File: config.mk
export PLATFORM = sky130hd
export DESIGN_NAME = pipeline_hazard_ctrl
export DESIGN_NICKNAME = d
export VERILOG_FILES = /design/src/rtl/pipe_ctrl_pkg.sv /design/src/rtl/sat_counter.sv /design/src/rtl/pipeline_hazard_ctrl.sv
export SDC_FILE = /design/constraint.sdc
export NUM_CORES = 1
export LEC_CHECK = 0
export CAP_MARGIN = 10
export CORE_MARGIN = 1.5
export CORE_UTILIZATION = 46
export DETAILED_ROUTE_END_ITERATION = 7
export PLACE_DENSITY = 0.86
export SKIP_LAST_GASP = 1
export SLEW_MARGIN = 25
export SYNTH_ARGS = -nofsm -noshare
export SYNTH_HDL_FRONTEND = slang
export SYNTH_SLANG_ARGS = --single-unit
File: constraint.sdc
create_clock -name clk_i -period 2.2 [get_ports clk_i]
set_input_delay 0.33 -clock clk_i [delete_from_list [all_inputs] [get_ports clk_i]]
set_output_delay 0.33 -clock clk_i [all_outputs]
set_load 0.05 [all_outputs]
File: src/rtl/pipe_ctrl_pkg.sv
// Shared definitions for the pipeline hazard controller: FSM encoding,
// register-file constants and default timeout.
package pipe_ctrl_pkg;

    typedef enum logic [1:0] {
        ST_RUN      = 2'd0,
        ST_MEM_WAIT = 2'd1,
        ST_ERR      = 2'd2
    } state_t;

    localparam logic [4:0] REG_X0           = 5'd0;
    localparam int         DEFAULT_MAX_WAIT = 16;

    // True when a load in EX writes a register that the instruction in ID reads.
    function automatic logic load_use_hit(
        input logic       memread,
        input logic [4:0] rd,
        input logic [4:0] rs1,
        input logic [4:0] rs2
    );
        return memread && (rd != REG_X0) && ((rd == rs1) || (rd == rs2));
    endfunction

endpackage

File: src/rtl/sat_counter.sv
// Saturating up-counter used for the stall and flush statistics.
module sat_counter #(
    parameter int W = 16
) (
    input  logic         clk_i,
    input  logic         start_i,
    input  logic         inc_i,
    output logic [W-1:0] cnt_o
);

    always_ff @(posedge clk_i or negedge start_i) begin
        if (!start_i) begin
            cnt_o <= '0;
        end else if (inc_i && (cnt_o != {W{1'b1}})) begin
            cnt_o <= cnt_o + W'(1);
        end
    end

endmodule

File: src/rtl/pipeline_hazard_ctrl.sv
// Stall/flush sequencer for the 5-stage pipeline: load-use bubbles, branch
// flushes, data-memory freeze with timeout, and saturating statistics.
module pipeline_hazard_ctrl
    import pipe_ctrl_pkg::*;
#(
    parameter int MAX_WAIT = DEFAULT_MAX_WAIT,
    parameter int CNT_W    = 16
) (
    input  logic             clk_i,
    input  logic             start_i,
    input  logic [4:0]       RS1addr_i,
    input  logic [4:0]       RS2addr_i,
    input  logic             IDEX_MemRead_i,
    input  logic [4:0]       IDEX_RDaddr_i,
    input  logic             Branch_i,
    input  logic             mem_req_i,
    input  logic             mem_ack_i,
    output logic             PCWrite_o,
    output logic             IFID_stall_o,
    output logic             IFID_flush_o,
    output logic             IDEX_bubble_o,
    output logic             pipe_stall_o,
    output logic             err_o,
    output logic [CNT_W-1:0] stall_cnt_o,
    output logic [CNT_W-1:0] flush_cnt_o,
    output logic [1:0]       dbg_state_o
);

    localparam int WC_W = (MAX_WAIT > 2) ? $clog2(MAX_WAIT) : 1;
    localparam logic [WC_W-1:0] WAIT_LAST = WC_W'(MAX_WAIT - 1);

    state_t          state, state_nxt;
    logic [WC_W-1:0] wait_cnt, wait_nxt;
    logic            memstall;
    logic            loaduse;

    // Memory handshake: mem_req_i is raised by MEM and held until the cycle in
    // which mem_ack_i is high; that ack cycle completes the access and is not
    // itself a stall cycle. A request is only sampled while in RUN.
    assign memstall = ((state == ST_RUN) && mem_req_i && !mem_ack_i) ||
                      ((state == ST_MEM_WAIT) && !mem_ack_i);
    assign loaduse  = load_use_hit(IDEX_MemRead_i, IDEX_RDaddr_i, RS1addr_i, RS2addr_i);

    always_ff @(posedge clk_i or negedge start_i) begin
        if (!start_i) begin
            state    <= ST_RUN;
            wait_cnt <= '0;
        end else begin
            state    <= state_nxt;
            wait_cnt <= wait_nxt;
        end
    end

    always_comb begin
        state_nxt = state;
        wait_nxt  = wait_cnt;
        case (state)
            ST_RUN: begin
                if (mem_req_i && !mem_ack_i) begin
                    state_nxt = ST_MEM_WAIT;
                    wait_nxt  = WC_W'(1);
                end
            end
            ST_MEM_WAIT: begin
                if (mem_ack_i) begin
                    state_nxt = ST_RUN;
                    wait_nxt  = '0;
                end else if (wait_cnt == WAIT_LAST) begin
                    state_nxt = ST_ERR;
                end else begin
                    wait_nxt = wait_cnt + WC_W'(1);
                end
            end
            ST_ERR: begin
                state_nxt = ST_ERR;
            end
            default: begin
                state_nxt = ST_RUN;
                wait_nxt  = '0;
            end
        endcase
    end

    // Priority: ERR > memstall > load-use > branch; a branch resolved against
    // stale operands during a load-use is dropped and retried next cycle.
    always_comb begin
        PCWrite_o     = 1'b0;
        IFID_stall_o  = 1'b0;
        IFID_flush_o  = 1'b0;
        IDEX_bubble_o = 1'b0;
        pipe_stall_o  = 1'b0;
        if (start_i) begin
            if ((state == ST_ERR) || memstall) begin
                IFID_stall_o = 1'b1;
                pipe_stall_o = 1'b1;
            end else if (loaduse) begin
                IFID_stall_o  = 1'b1;
                IDEX_bubble_o = 1'b1;
            end else if (Branch_i) begin
                PCWrite_o    = 1'b1;
                IFID_flush_o = 1'b1;
            end else begin
                PCWrite_o = 1'b1;
            end
        end
    end

    assign err_o       = (state == ST_ERR);
    assign dbg_state_o = state;

    sat_counter #(.W(CNT_W)) u_stall_cnt (
        .clk_i   (clk_i),
        .start_i (start_i),
        .inc_i   (!PCWrite_o),
        .cnt_o   (stall_cnt_o)
    );

    sat_counter #(.W(CNT_W)) u_flush_cnt (
        .clk_i   (clk_i),
        .start_i (start_i),
        .inc_i   (IFID_flush_o),
        .cnt_o   (flush_cnt_o)
    );

endmodule

==> key figures <==
Clock tree
  • Sink Count: 38
  • Clock Latency Late Sink: 0.28 ns
  • Cts bufs inserted: 5
  • CTS tree: built
  • H-tree depth: 2
  • Reg clk slew, reported paths: 0.07 ns
  • Clock root cell: clkbuf_8
  • CTS Buffer Depth: 2

Global route
  • GRT overflow: 0
  • GRT Overall Usage: 0.219
  • Vias in the first global route: 1682
  • Global-route wire length before repair: 7660 µm
  • Largest net degree at the start of global routing: 39
  • Initial antenna violation count: 0

Placed design
  • DP Wirelength: 3480 µm
  • Placer Congestion: 0.843
  • Input/output buffers: 60

Logic synthesis
  • Top cell type by total area after synthesis: dfrtp_1
  • Main synth FF type: dfrtp_1
  • Mapped Area: 1980 µm²
  • Syn avg cell area: 9.79 µm²
  • Yosys synthesis warning count: 0
  • EDFF count, synth: 0
  • Post-synth cell types: 36
  • Ys async rst share: 1.00
  • Synthesized Nets: 226
  • Yosys top cell area share: 0.481
  • Synthesized instance count: 202
  • #FFs+latches synth: 38
  • Synth area leaders: dfrtp_1 48%, xnor2_1 10%, xor2_1 6.2%
  • Sequential fraction of the synthesis area: 0.481

Critical path
  • Crit path from: IDEX_RDaddr_i[3]
  • Max Fanout on Critical Path: 5
  • WS Path Type: in2out
  • CP Capture Type: output port
  • Worst Setup Start Kind: primary input
  • Worst path arrival time: 1.83 ns
  • Reg-to-Reg Start: dbg_state_o[0]
  • Critical path required time: 1.87 ns

Detailed routing
  • DRC: 0
  • Avg WL per Cell: 14.2 µm
  • Post-route ant nets: 0
  • Routed WL: 4670 µm
  • Pre-Repair DR Iteration Count: 4
  • Vias: 1750
  • Via/cell ratio: 5.32
  • DRT iter0 DRCs: 95

Pwr
  • PwrDens: 887 nW/µm²
  • Leakage: 1.26 nW
  • Peak VDD IR: 734 µV
  • Power Total: 2.58 mW

Run
  • Max Cap Violations: 0

Timing
  • Minimum clock period: 2.16 ns
  • Final Setup Violations: 0
  • Max Slew Vio Count: 0
  • Period utilization: 0.982
  • Max Clk Rate: 0.463 GHz
  • RSZ-0062 raised after global routing: yes
  • Worst hold slack: 0.168 ns
  • Worst slew pin tran: 0.524 ns
  • Slew margin rel.: 0.650
  • Final Skew: 0.00392 ns
  • Final hold violation count: 0

Finish
  • Synth-to-layout area growth: 47.3%
  • Nets: 304
  • Most frequent cells in the layout: 46 x clkdlybuf4s50_1, 36 x dfrtp_1, 30 x nand2_1, 22 x xnor2_1, 15 x nor2_1
  • Ratio of cells with drive above 1 in the final layout: 0.172
  • Commonest non-fill, non-tap cell in the layout: clkdlybuf4s50_1
  • Fillers: 297
  • Antenna Diode Count: 0

Floorplanning
  • Core Box Area: 4060 µm²
  • DIE HEIGHT: 68.6 µm
  • # IOs: 61
  • FP Rows: 23
  • Die width: 68.6 µm
  • Die area: 4700 µm²
  • Starting Density: 0.488

Run status
  • Status: finished clean

Hold path
  • Worst Hold Class: in2async
## cell usage after synthesis (3+ instances only)
library cell / count
dfrtp_1: 38
nand3_1: 12
a21oi_1: 8
xor2_1: 14
inv_1: 3
nand4_1: 6
nand2_1: 31
and3_1: 7
ha_1: 3
nor3_1: 8
nor2_1: 17
xnor2_1: 23
## registers in the layout, indices dropped and copies added (netlist names)
register and cells:
wait_cnt 4, u_stall_cnt.cnt_o 16, u_flush_cnt.cnt_o 16, dbg_state_o 2
## layout make-up
cell class | count | area (µm²) | area share
sequential | 38 | 953 | 0.327
multi-input combinational | 158 | 1060 | 0.364
timing repair buffer | 74 | 744 | 0.255
clock buffer | 6 | 82.6 | 0.0283
inverter | 3 | 11.3 | 0.00386
tap | 50 | 62.6 | 0.0215
## routing by layer
metal  GRT usage  wire length, µm  part of all wire
met5           0                0                 0
met4      0.0725               50             0.011
met3      0.0471              294             0.063
met2       0.358             2340              0.50
met1       0.290             1980              0.42
## where the power goes
part           total [mW]  leakage [nW]  switching (mW)  internal (mW)
sequential           1.00         0.485           0.174          0.829
combinational        1.11         0.730           0.693          0.421
clock               0.468        0.0431           0.227          0.242
## worst paths after layout
path / endpoint / slack (ns) / depth (start not counted)
setup / recovery: IFID_flush_o / 0.04 / 6
setup reg to reg: u_flush_cnt.cnt_o[2] / 0.26 / 9
min in group clk_i: u_flush_cnt.cnt_o[13] / 0.49 / 1
max in group asynchronous: dbg_state_o[1] / 1.68 / 2
hold reg to reg: u_flush_cnt.cnt_o[13] / 0.49 / 1
hold / removal: u_flush_cnt.cnt_o[6] / 0.17 / 2
## through the flow
step	utilization	instance area, µm²	setup WS, ns	instances	TNS, ns
detailed placement	0.684	2780	-0.317	319	-7.48
finish	0.718	2910	0.0389	329	0
CTS	0.711	2880	-0.0583	327	-0.0583
global placement	0.684	2780	-0.279	319	-6.69
floorplan	-	2020	-0.0873	202	-0.157
global route	0.718	2910	-0.0179	329	-0.0261
## critical path: stages
cell and delay [ns]:
clkdlybuf4s15_1 0.22, or4_1 0.49, o21a_1 0.23, a21oi_4 0.22
and2_4 0.20, buf_12 0.13
## cell families (layout without fill, tap and decap cells)
kind of cell | Yosys count | after routing | share of synthesized area
flops | 38 | 38 | 0.481
compound gates | 23 | 23 | 0.0784
fa+ha+maj | 3 | 3 | 0.0190
xor+xnor | 37 | 37 | 0.164
mux | 2 | 2 | 0.0108
simple gates | 93 | 93 | 0.235
buf+inv | 6 | 83 | 0.0120
## what timing repair did
item | CTS | global route
hold endpoints to repair | 0 | 0
resized for setup | 11 | 9
hold buffers | 0 | 0
gates cloned | 0 | 0
buffers inserted | 2 | 2
setup endpoints to repair | 10 | 10
pin swaps | 5 | 10
(Power assumes the default switching activity.)
